--- config.mk ---
export PLATFORM = sky130hd
export DESIGN_NAME = multi_range_tracker
export DESIGN_NICKNAME = d
export VERILOG_FILES = /design/src/rtl/range_pkg.sv /design/src/rtl/minmax_cell.sv /design/src/rtl/multi_range_tracker.sv
export SDC_FILE = /design/constraint.sdc
export NUM_CORES = 1
export LEC_CHECK = 0
export BUFFER_PORTS_ARGS = -buffer_cell sky130_fd_sc_hd__buf_4
export CAP_MARGIN = 15
export CELL_PAD_IN_SITES_DETAIL_PLACEMENT = 0
export CELL_PAD_IN_SITES_GLOBAL_PLACEMENT = 1
export CORE_ASPECT_RATIO = 1.1
export CORE_MARGIN = 2
export CORE_UTILIZATION = 50
export CTS_BUF_LIST = sky130_fd_sc_hd__clkbuf_8
export CTS_CLUSTER_SIZE = 12
export DETAILED_ROUTE_END_ITERATION = 7
export GPL_ROUTABILITY_DRIVEN = 0
export HOLD_SLACK_MARGIN = 0.03
export PLACE_DENSITY = 0.84
export SYNTH_ARGS = -nofsm -noshare
export SYNTH_HDL_FRONTEND = slang
export SYNTH_SLANG_ARGS = --single-unit
--- constraint.sdc ---
create_clock -name clock -period 3 [get_ports clock]
set_input_delay 0.45 -clock clock [delete_from_list [all_inputs] [get_ports clock]]
set_output_delay 0.45 -clock clock [all_outputs]
set_load 0.02 [all_outputs]
--- src/rtl/range_pkg.sv ---
// Shared types for the multi-channel range tracker: FSM state and readout mode encodings.
package range_pkg;
  typedef enum logic [1:0] {IDLE, TRACK, DONE, ERROR} state_t;
  typedef enum logic [1:0] {MODE_RANGE, MODE_MIN, MODE_MAX, MODE_COUNT} mode_t;
endpackage

--- src/rtl/minmax_cell.sv ---
// One channel of running min/max plus saturating sample count over a tracking window.
module minmax_cell #(
  parameter int DATA_W = 4
) (
  input  logic              clock,
  input  logic              reset,
  input  logic              clear,
  input  logic              sample_en,
  input  logic [DATA_W-1:0] data,
  output logic [DATA_W-1:0] low,
  output logic [DATA_W-1:0] high,
  output logic [DATA_W-1:0] count,
  output logic              seen
);
  logic [DATA_W-1:0] r_low, r_high, r_count;
  logic              r_seen;

  always_ff @(posedge clock or posedge reset) begin
    if (reset) begin
      r_low   <= '0;
      r_high  <= '0;
      r_count <= '0;
      r_seen  <= 1'b0;
    end else if (sample_en && (clear || !r_seen)) begin
      // A sample in the window-start cycle becomes the first sample of the new window.
      r_low   <= data;
      r_high  <= data;
      r_count <= DATA_W'(1);
      r_seen  <= 1'b1;
    end else if (sample_en) begin
      if (data < r_low)  r_low  <= data;
      if (data > r_high) r_high <= data;
      if (r_count != '1) r_count <= r_count + 1'b1;
    end else if (clear) begin
      r_count <= '0;
      r_seen  <= 1'b0;
    end
  end

  assign low   = r_low;
  assign high  = r_high;
  assign count = r_count;
  assign seen  = r_seen;
endmodule

--- src/rtl/multi_range_tracker.sv ---
// Multi-channel go/finish range tracker with tagged samples and registered readout.
// Define STICKY_ERROR_EN to make the error flag sticky until reset.
module multi_range_tracker
  import range_pkg::*;
#(
  parameter int DATA_W = 4,
  parameter int NUM_CH = 2,
  localparam int CH_W  = $clog2(NUM_CH)
) (
  input  logic              clock,
  input  logic              reset,
  input  logic              go,
  input  logic              finish,
  input  logic              valid,
  input  logic [CH_W-1:0]   ch_in,
  input  logic [DATA_W-1:0] data_in,
  input  logic [CH_W-1:0]   rd_ch,
  input  logic [1:0]        mode,
  output logic [DATA_W-1:0] result,
  output logic              result_valid,
  output logic              ch_empty,
  output logic              busy,
  output logic              error
);
  state_t            r_state;
  state_t            w_next;
  logic              r_busy, r_error, r_result_valid, r_ch_empty;
  logic [DATA_W-1:0] r_result;

  logic [DATA_W-1:0] w_low   [NUM_CH];
  logic [DATA_W-1:0] w_high  [NUM_CH];
  logic [DATA_W-1:0] w_count [NUM_CH];
  logic [NUM_CH-1:0] w_seen;

  // finish beats go everywhere except ERROR, where go is the only way out.
  logic w_go_acc, w_samp, w_stay_done;
  assign w_go_acc    = go && ((r_state == ERROR) || !finish);
  assign w_samp      = valid && (int'(ch_in) < NUM_CH) && ((r_state == TRACK) || w_go_acc);
  assign w_stay_done = (r_state == DONE) && (w_next == DONE);

  for (genvar c = 0; c < NUM_CH; c++) begin : g_ch
    minmax_cell #(.DATA_W(DATA_W)) u_cell (
      .clock     (clock),
      .reset     (reset),
      .clear     (w_go_acc),
      .sample_en (w_samp && (ch_in == CH_W'(c))),
      .data      (data_in),
      .low       (w_low[c]),
      .high      (w_high[c]),
      .count     (w_count[c]),
      .seen      (w_seen[c])
    );
  end

  always_comb begin
    w_next = r_state;
    case (r_state)
      IDLE, DONE: if (finish) w_next = ERROR; else if (go) w_next = TRACK;
      TRACK:      if (finish) w_next = DONE;  else if (go) w_next = TRACK;
      ERROR:      if (go) w_next = TRACK;
      default:    w_next = IDLE;
    endcase
  end

  always_ff @(posedge clock or posedge reset) begin
    if (reset) begin
      r_state <= IDLE;
      r_busy  <= 1'b0;
      r_error <= 1'b0;
    end else begin
      r_state <= w_next;
      r_busy  <= (w_next == TRACK);
`ifdef STICKY_ERROR_EN
      r_error <= r_error | (w_next == ERROR);
`else
      r_error <= (w_next == ERROR);
`endif
    end
  end

  logic              w_rd_ok, w_empty;
  logic [DATA_W-1:0] w_sel_low, w_sel_high, w_sel_count, w_mux;

  always_comb begin
    w_rd_ok     = int'(rd_ch) < NUM_CH;
    w_sel_low   = '0;
    w_sel_high  = '0;
    w_sel_count = '0;
    w_empty     = 1'b1;
    if (w_rd_ok) begin
      w_sel_low   = w_low[rd_ch];
      w_sel_high  = w_high[rd_ch];
      w_sel_count = w_count[rd_ch];
      w_empty     = !w_seen[rd_ch];
    end
    case (mode_t'(mode))
      MODE_RANGE: w_mux = w_sel_high - w_sel_low;
      MODE_MIN:   w_mux = w_sel_low;
      MODE_MAX:   w_mux = w_sel_high;
      default:    w_mux = w_sel_count;
    endcase
  end

  // Readout refreshes only while DONE persists; leaving DONE freezes result.
  always_ff @(posedge clock or posedge reset) begin
    if (reset) begin
      r_result       <= '0;
      r_result_valid <= 1'b0;
      r_ch_empty     <= 1'b0;
    end else if (w_stay_done) begin
      r_result       <= w_empty ? '0 : w_mux;
      r_result_valid <= 1'b1;
      r_ch_empty     <= w_empty;
    end else begin
      r_result_valid <= 1'b0;
      r_ch_empty     <= 1'b0;
    end
  end

  assign result       = r_result;
  assign result_valid = r_result_valid;
  assign ch_empty     = r_ch_empty;
  assign busy         = r_busy;
  assign error        = r_error;
endmodule

# Word-level counts from Yosys, hierarchy flattened
# Cells that the tools add are included.
[word_totals]
register_bits = 36
latch_bits = 0
ram_bits = 0
rom_bits = 0
output_inout_bits = 8
n_memories = 0
[op_classes]
addsub = 3
multipliers = 0
div_mod_pow = 0
n_lt_le_gt_ge = 6
eq_ne = 14
shift = 0
n_mux = 43
bitwise = 2
reduce_logical = 36
[op_table]
columns = ["cell", "count"]
rows = [
  ["4-bit 2-to-1 mux", 29],
  ["2-bit AND reduction", 8],
  ["2-bit nonzero test", 8],
  ["4-bit one-hot mux with 3 select lines", 1],
  ["2-bit == test, second input constant", 5],
  ["1-bit 2-to-1 mux", 9],
  ["4-bit by 1-bit adder with 4-bit output, second input constant", 2],
  ["4-bit greater-than comparator", 2],
  ["4-bit < comparator", 2],
  ["4-bit inequality test, second input constant", 2],
  ["1-bit logical AND", 7],
  ["2-bit by 1-bit == test with 1-bit output, second input constant", 3],
  ["2-bit 2-to-1 mux", 3],
  ["3-bit inequality test, second input constant", 2],
  ["2-bit one-hot mux with 3 select lines", 1],
  ["3-bit nonzero test", 2],
  ["1-bit logical NOT", 4],
  ["2-bit logical NOT", 2],
  ["1-bit logical OR", 4],
  ["2-bit inequality test, second input constant", 2],
  ["4-bit subtractor", 1],
  ["2-bit >= comparator, second input constant", 1],
  ["1-bit by 2-bit < comparator with 1-bit output, second input constant", 1],
  ["1-bit NOT with 2-bit output", 1],
  ["2 further kinds", 2],
]

# Depth between registers and ports, before layout
[depth]
ltp_word = 9
mapped_depth = 10
depth_no_buf = 9

# Cells and area by module
# From an unflattened synthesis, not the netlist that was laid out.
[hier_totals]
cells_unflattened = 259
hier_area_um2 = 2459.9
[modules_own_cells]
columns = ["mod", "instances", "cells_per_inst", "area_each_um2", "seq_area_each_um2"]
rows = [
  ["minmax_cell", 2, 89, 845.8, 325.3],
  ["multi_range_tracker", 1, 81, 768.2, 250.2],
]

# Least setup slack after synthesis
# OpenSTA, ideal clock, no wires.
[synth_timing]
path_kind = "input-to-reg"
from = "input port rd_ch"
to = "register r_result[3] (netlist: result[3])"
setup_time_ns = 0.127
arrival_time_ns = 2.190
setup_slack_ns = 0.683
stages = 9
path_buffers = 2
path_cell_list = "buf_2 -> buf_2 -> mux2i_1 -> ha_1 -> a21oi_1 -> and2_1 -> or3_1 -> a21oi_1 -> o41ai_2"
[synth_via]
elab_chain_len = 7
elab_cells_between_ends = 15
[synth_rtl]
columns = ["element", "line_no", "text"]
rows = [
  ["start: declaration", "multi_range_tracker.sv:17", "input logic [CH_W-1:0] rd_ch,"],
  ["1-bit NOT with 2-bit output (not written as such)", "multi_range_tracker.sv:91, multi_range_tracker.sv:92, multi_range_tracker.sv:93", ""],
  ["4-bit 2-to-1 mux, on equally long branches (3 in series)", "multi_range_tracker.sv:92, multi_range_tracker.sv:91", ""],
  ["4-bit subtractor", "multi_range_tracker.sv:97", "MODE_RANGE: w_mux = w_sel_high - w_sel_low;"],
  ["4-bit one-hot mux with 3 select lines", "multi_range_tracker.sv:96", "case (mode_t'(mode))"],
  ["4-bit 2-to-1 mux (*)", "multi_range_tracker.sv:111", "r_result <= w_empty ? '0 : w_mux;"],
  ["end signal: assignment", "multi_range_tracker.sv:111", ""],
  ["end: declaration", "multi_range_tracker.sv:28", "logic [DATA_W-1:0] r_result;"],
]
# Mark *: on every way between the ends. The rest lies on a longest branch, timed or not. The select of a mux whose other input is x is not followed.
# A chain may end at the register's enable or synchronous reset.

# Worst setup path in the final report
# Ends and elaborated chain as after synthesis.

==> metrics.txt <==
# TYPE chip_impl_metric gauge
chip_impl_info{name="status",value="finished clean"} 1
chip_impl_metric{name="syn_nets",unit=""} 269
chip_impl_metric{name="io_pins",unit=""} 21
chip_impl_metric{name="area.growth.synth_to_final",unit="%"} 12.6
chip_impl_metric{name="timing.final.ws_setup",unit="ns"} 0.886
chip_impl_metric{name="grt_antenna_before_repair",unit=""} 0
chip_impl_metric{name="synth-seq-cells",unit=""} 36
chip_impl_metric{name="die_width",unit="um"} 70.1
chip_impl_metric{name="postRouteAntennaNets",unit=""} 0
chip_impl_metric{name="synth.top_cell.area_share",unit="%"} 37.5
chip_impl_metric{name="start_util",unit="%"} 51.7
chip_impl_info{name="synth.top_cells.by_area",value="sky130_fd_sc_hd__dfrtp_1, sky130_fd_sc_hd__ha_1, sky130_fd_sc_hd__mux2_2, sky130_fd_sc_hd__mux2_4, sky130_fd_sc_hd__a21oi_1"} 1
chip_impl_metric{name="first_iter_violations",unit=""} 81
chip_impl_info{name="worst_hold_path_type",value="input port to async pin"} 1
chip_impl_metric{name="timing_hold_violations_final",unit=""} 0
chip_impl_info{name="cts_root_buffer",value="sky130_fd_sc_hd__clkbuf_8"} 1
chip_impl_metric{name="finalWirelength",unit="mm"} 4.85
chip_impl_info{name="critPathLaunchType",value="input port"} 1
chip_impl_info{name="post-synth-top-area-cell",value="sky130_fd_sc_hd__dfrtp_1"} 1
chip_impl_metric{name="synth.distinct_cells",unit=""} 46
chip_impl_info{name="yosys.cell_count.top_type",value="sky130_fd_sc_hd__dfrtp_1"} 1
chip_impl_metric{name="fillers",unit=""} 411
chip_impl_metric{name="period_minus_slack",unit="ns"} 2.11
chip_impl_metric{name="h-tree-depth",unit=""} 2
chip_impl_metric{name="cts_post_setup_buffers_inserted",unit=""} 0
chip_impl_metric{name="synth-warning-count",unit=""} 0
chip_impl_metric{name="via_count",unit=""} 1781
chip_impl_metric{name="detailedPlace.worstSlack",unit="ns"} 0.578
chip_impl_metric{name="clock_insertion_delay_at_the_later_pin_of_the_skew_report",unit="ns"} 0.29
chip_impl_metric{name="cts_inserted_buffers",unit=""} 5
chip_impl_metric{name="post_route_cells_drive_above_1_share",unit="%"} 25.6
chip_impl_metric{name="syn_avg_cell_area",unit="um^2"} 10.2
chip_impl_metric{name="fin_skew",unit="ns"} 0.00729
chip_impl_metric{name="floorplan.die_area",unit="um^2"} 5380
chip_impl_metric{name="average_wire_per_cell_in_the_routed_design",unit="um"} 15.4
chip_impl_info{name="synth-main-ff-cell",value="sky130_fd_sc_hd__dfrtp_1"} 1
chip_impl_metric{name="powerDensity",unit="nW/um^2"} 715
chip_impl_metric{name="clock_sink_count",unit=""} 36
chip_impl_metric{name="static-leakage-power",unit="nW"} 1.27
chip_impl_metric{name="ff2ff_path_depth",unit=""} 7
chip_impl_metric{name="synth_area",unit="um^2"} 2400
chip_impl_metric{name="pin_count_of_the_biggest_net_entering_global_routing",unit=""} 37
chip_impl_info{name="synth_commonest_cells",value="sky130_fd_sc_hd__dfrtp_1, sky130_fd_sc_hd__ha_1, sky130_fd_sc_hd__a21oi_1, sky130_fd_sc_hd__inv_1"} 1
chip_impl_metric{name="postSynth.asyncResetShare",unit="%"} 100
chip_impl_metric{name="io_buffer_count",unit=""} 20
chip_impl_metric{name="drcViolationCount",unit=""} 0
chip_impl_metric{name="clkTransAtPathRegs",unit="ns"} 0.08
chip_impl_info{name="critPathKind",value="input port to flip-flop"} 1
chip_impl_metric{name="timing.final.crit_share",unit="%"} 70.5
chip_impl_metric{name="drt_pre_antenna_iters",unit=""} 4
chip_impl_metric{name="final_nets",unit=""} 290
chip_impl_metric{name="ff2ff_setup_slack",unit="ns"} 0.96
chip_impl_metric{name="ys_seq_area_share",unit="%"} 37.5
chip_impl_metric{name="detail_route.vias_per_cell",unit=""} 5.67
chip_impl_metric{name="post_cts_resize_count",unit=""} 0
chip_impl_metric{name="slew_violations",unit=""} 0
chip_impl_info{name="worstReg2RegStart",value="g_ch[0].u_cell.high[2]"} 1
chip_impl_metric{name="tightest_slew",unit="ns"} 0.509
chip_impl_metric{name="chipHeight",unit="um"} 76.7
chip_impl_metric{name="crit_path_max_fanout",unit=""} 18
chip_impl_metric{name="drv.max_cap_violation_count",unit=""} 0
chip_impl_metric{name="placedInstanceArea",unit="um^2"} 2600
chip_impl_info{name="startpoint",value="rd_ch"} 1
chip_impl_info{name="worst_setup_path_end_kind",value="flip-flop"} 1
chip_impl_metric{name="total_negative_slack",unit="ns"} 0
chip_impl_metric{name="placementRows",unit=""} 26
chip_impl_metric{name="setup_viol",unit=""} 0
chip_impl_metric{name="post_synth_inst_count",unit=""} 236
chip_impl_metric{name="n_antenna_cell",unit=""} 0
chip_impl_metric{name="max_freq",unit="MHz"} 473
chip_impl_info{name="regToRegEndpoint",value="result[3]"} 1
chip_impl_metric{name="core-area",unit="um^2"} 4650
chip_impl_metric{name="dpl.hpwl",unit="mm"} 3.64
chip_impl_metric{name="synth-edff-count",unit=""} 0
chip_impl_metric{name="grt_remaining_overflow",unit=""} 0
chip_impl_metric{name="timing.slew.headroom",unit="%"} 65.9
chip_impl_info{name="cts_tree",value="built"} 1
chip_impl_metric{name="clock_path_buffers",unit=""} 2
chip_impl_metric{name="worstPathRequired",unit="ns"} 3.18
chip_impl_metric{name="grt_pass1_wl",unit="mm"} 8.38
chip_impl_metric{name="power.ir.vdd_worst",unit="mV"} 0.388
chip_impl_metric{name="grt.total_usage",unit="%"} 19.6
chip_impl_metric{name="postCtsHoldBufs",unit=""} 0
chip_impl_metric{name="stdcell_area",unit="um^2"} 2710
chip_impl_info{name="crit_path_end",value="result[3]"} 1
chip_impl_info{name="rsz0062_at_grt",value="no"} 1
chip_impl_metric{name="timing.critical_path.arrival",unit="ns"} 2.29
chip_impl_metric{name="first_global_vias",unit=""} 1758
[routing by layer]
metal | GRT usage [%] | up-vias | part of all wire (%)
li1 | - | 891 | -
met1 | 26.6 | 857 | 47
met2 | 31.2 | 29 | 48
met3 | 3.55 | 4 | 3.3
met4 | 7.12 | 0 | 1.1
met5 | 0 | - | 0
[cell type report]
class / count / area, um^2 / share of cell area, %
well taps: 56 / 70.1 / 2.59
flip-flops and latches: 36 / 901 / 33.3
clock buffers: 5 / 68.8 / 2.54
repair buffers: 21 / 158 / 5.82
inverters: 18 / 67.6 / 2.50
multi-input cells: 175 / 1400 / 51.7
clock inverters: 3 / 42.5 / 1.57
[cells by family after synthesis]
kind of cell | count (synthesis) | share of synthesized area [%]
mux | 27 | 14.0
xor+xnor | 1 | 0.364
fa+ha+maj | 20 | 10.7
simple gates | 71 | 16.4
flops | 36 | 37.5
compound gates | 56 | 16.7
buf+inv | 25 | 4.27
[sequential cells by signal, indices dropped and copies added, names as in the netlist]
signal	flops
ch_empty	1
g_ch.u_cell.count	8
error	1
result_valid	1
busy	1
g_ch.u_cell.seen	2
g_ch.u_cell.low	8
result	4
g_ch.u_cell.high	8
r_state	2
[report_power, final]
part	total (W)	switching, W	leakage [nW]	internal, W
combinational	0.000772	0.000390	0.769	0.000381
clock	0.000434	0.000188	0.0541	0.000246
sequential	0.000730	0.000122	0.450	0.000608
[how the worst min path moves through the flow]
stage / from / endpoint / slack, ns / cells past startpoint
floorplan: g_ch[1].u_cell.high[1] / g_ch[1].u_cell.high[1] / 0.50 / 1
global placement: result[1] / result[1] / 0.46 / 2
detailed placement: result[0] / result[0] / 0.47 / 2
CTS: reset / ch_empty / 0.28 / 3
global route: reset / ch_empty / 0.32 / 3
finish: reset / g_ch[1].u_cell.count[2] / 0.26 / 3
[worst max-delay path: stages]
cell	delay, ns
sky130_fd_sc_hd__buf_4	0.23
sky130_fd_sc_hd__mux2_2	0.39
sky130_fd_sc_hd__ha_1	0.33
sky130_fd_sc_hd__a21oi_1	0.09
sky130_fd_sc_hd__and2_1	0.17
sky130_fd_sc_hd__or3_1	0.35
sky130_fd_sc_hd__a21oi_1	0.18
sky130_fd_sc_hd__o41ai_2	0.09
[placed cells by master, fill, tap and decap left out, types with 3 or more instances in the layout]
cell type,Yosys,layout
sky130_fd_sc_hd__dfrtp_1,36,36
sky130_fd_sc_hd__nand4_1,7,7
sky130_fd_sc_hd__and2_1,4,4
sky130_fd_sc_hd__nand2_1,14,14
sky130_fd_sc_hd__mux2i_1,7,7
sky130_fd_sc_hd__a21oi_1,18,18
sky130_fd_sc_hd__a21o_1,3,3
sky130_fd_sc_hd__o21ai_0,13,13
sky130_fd_sc_hd__nor3_1,4,4
sky130_fd_sc_hd__nand3_1,4,4
sky130_fd_sc_hd__inv_1,17,17
sky130_fd_sc_hd__mux2_2,11,11
sky130_fd_sc_hd__nor2_1,14,14
sky130_fd_sc_hd__clkbuf_8,0,5
sky130_fd_sc_hd__mux2_4,8,8
sky130_fd_sc_hd__a211oi_1,7,7
sky130_fd_sc_hd__ha_1,19,19
sky130_fd_sc_hd__buf_4,1,21
sky130_fd_sc_hd__nand2b_1,8,8
[per-stage QoR]
step | total power, W | cells | utilization, % | hold WS (ns)
finish | 0.00193 | 314 | 58.2 | 0.255
detailed placement | 0.00152 | 306 | 55.8 | 0.471
floorplan | 0.00131 | 236 | - | 0.498
global route | 0.00208 | 314 | 58.2 | 0.324
CTS | 0.00196 | 314 | 58.2 | 0.278
global placement | 0.00149 | 306 | 55.8 | 0.465
No activity file was read; power rests on OpenSTA's default activity.
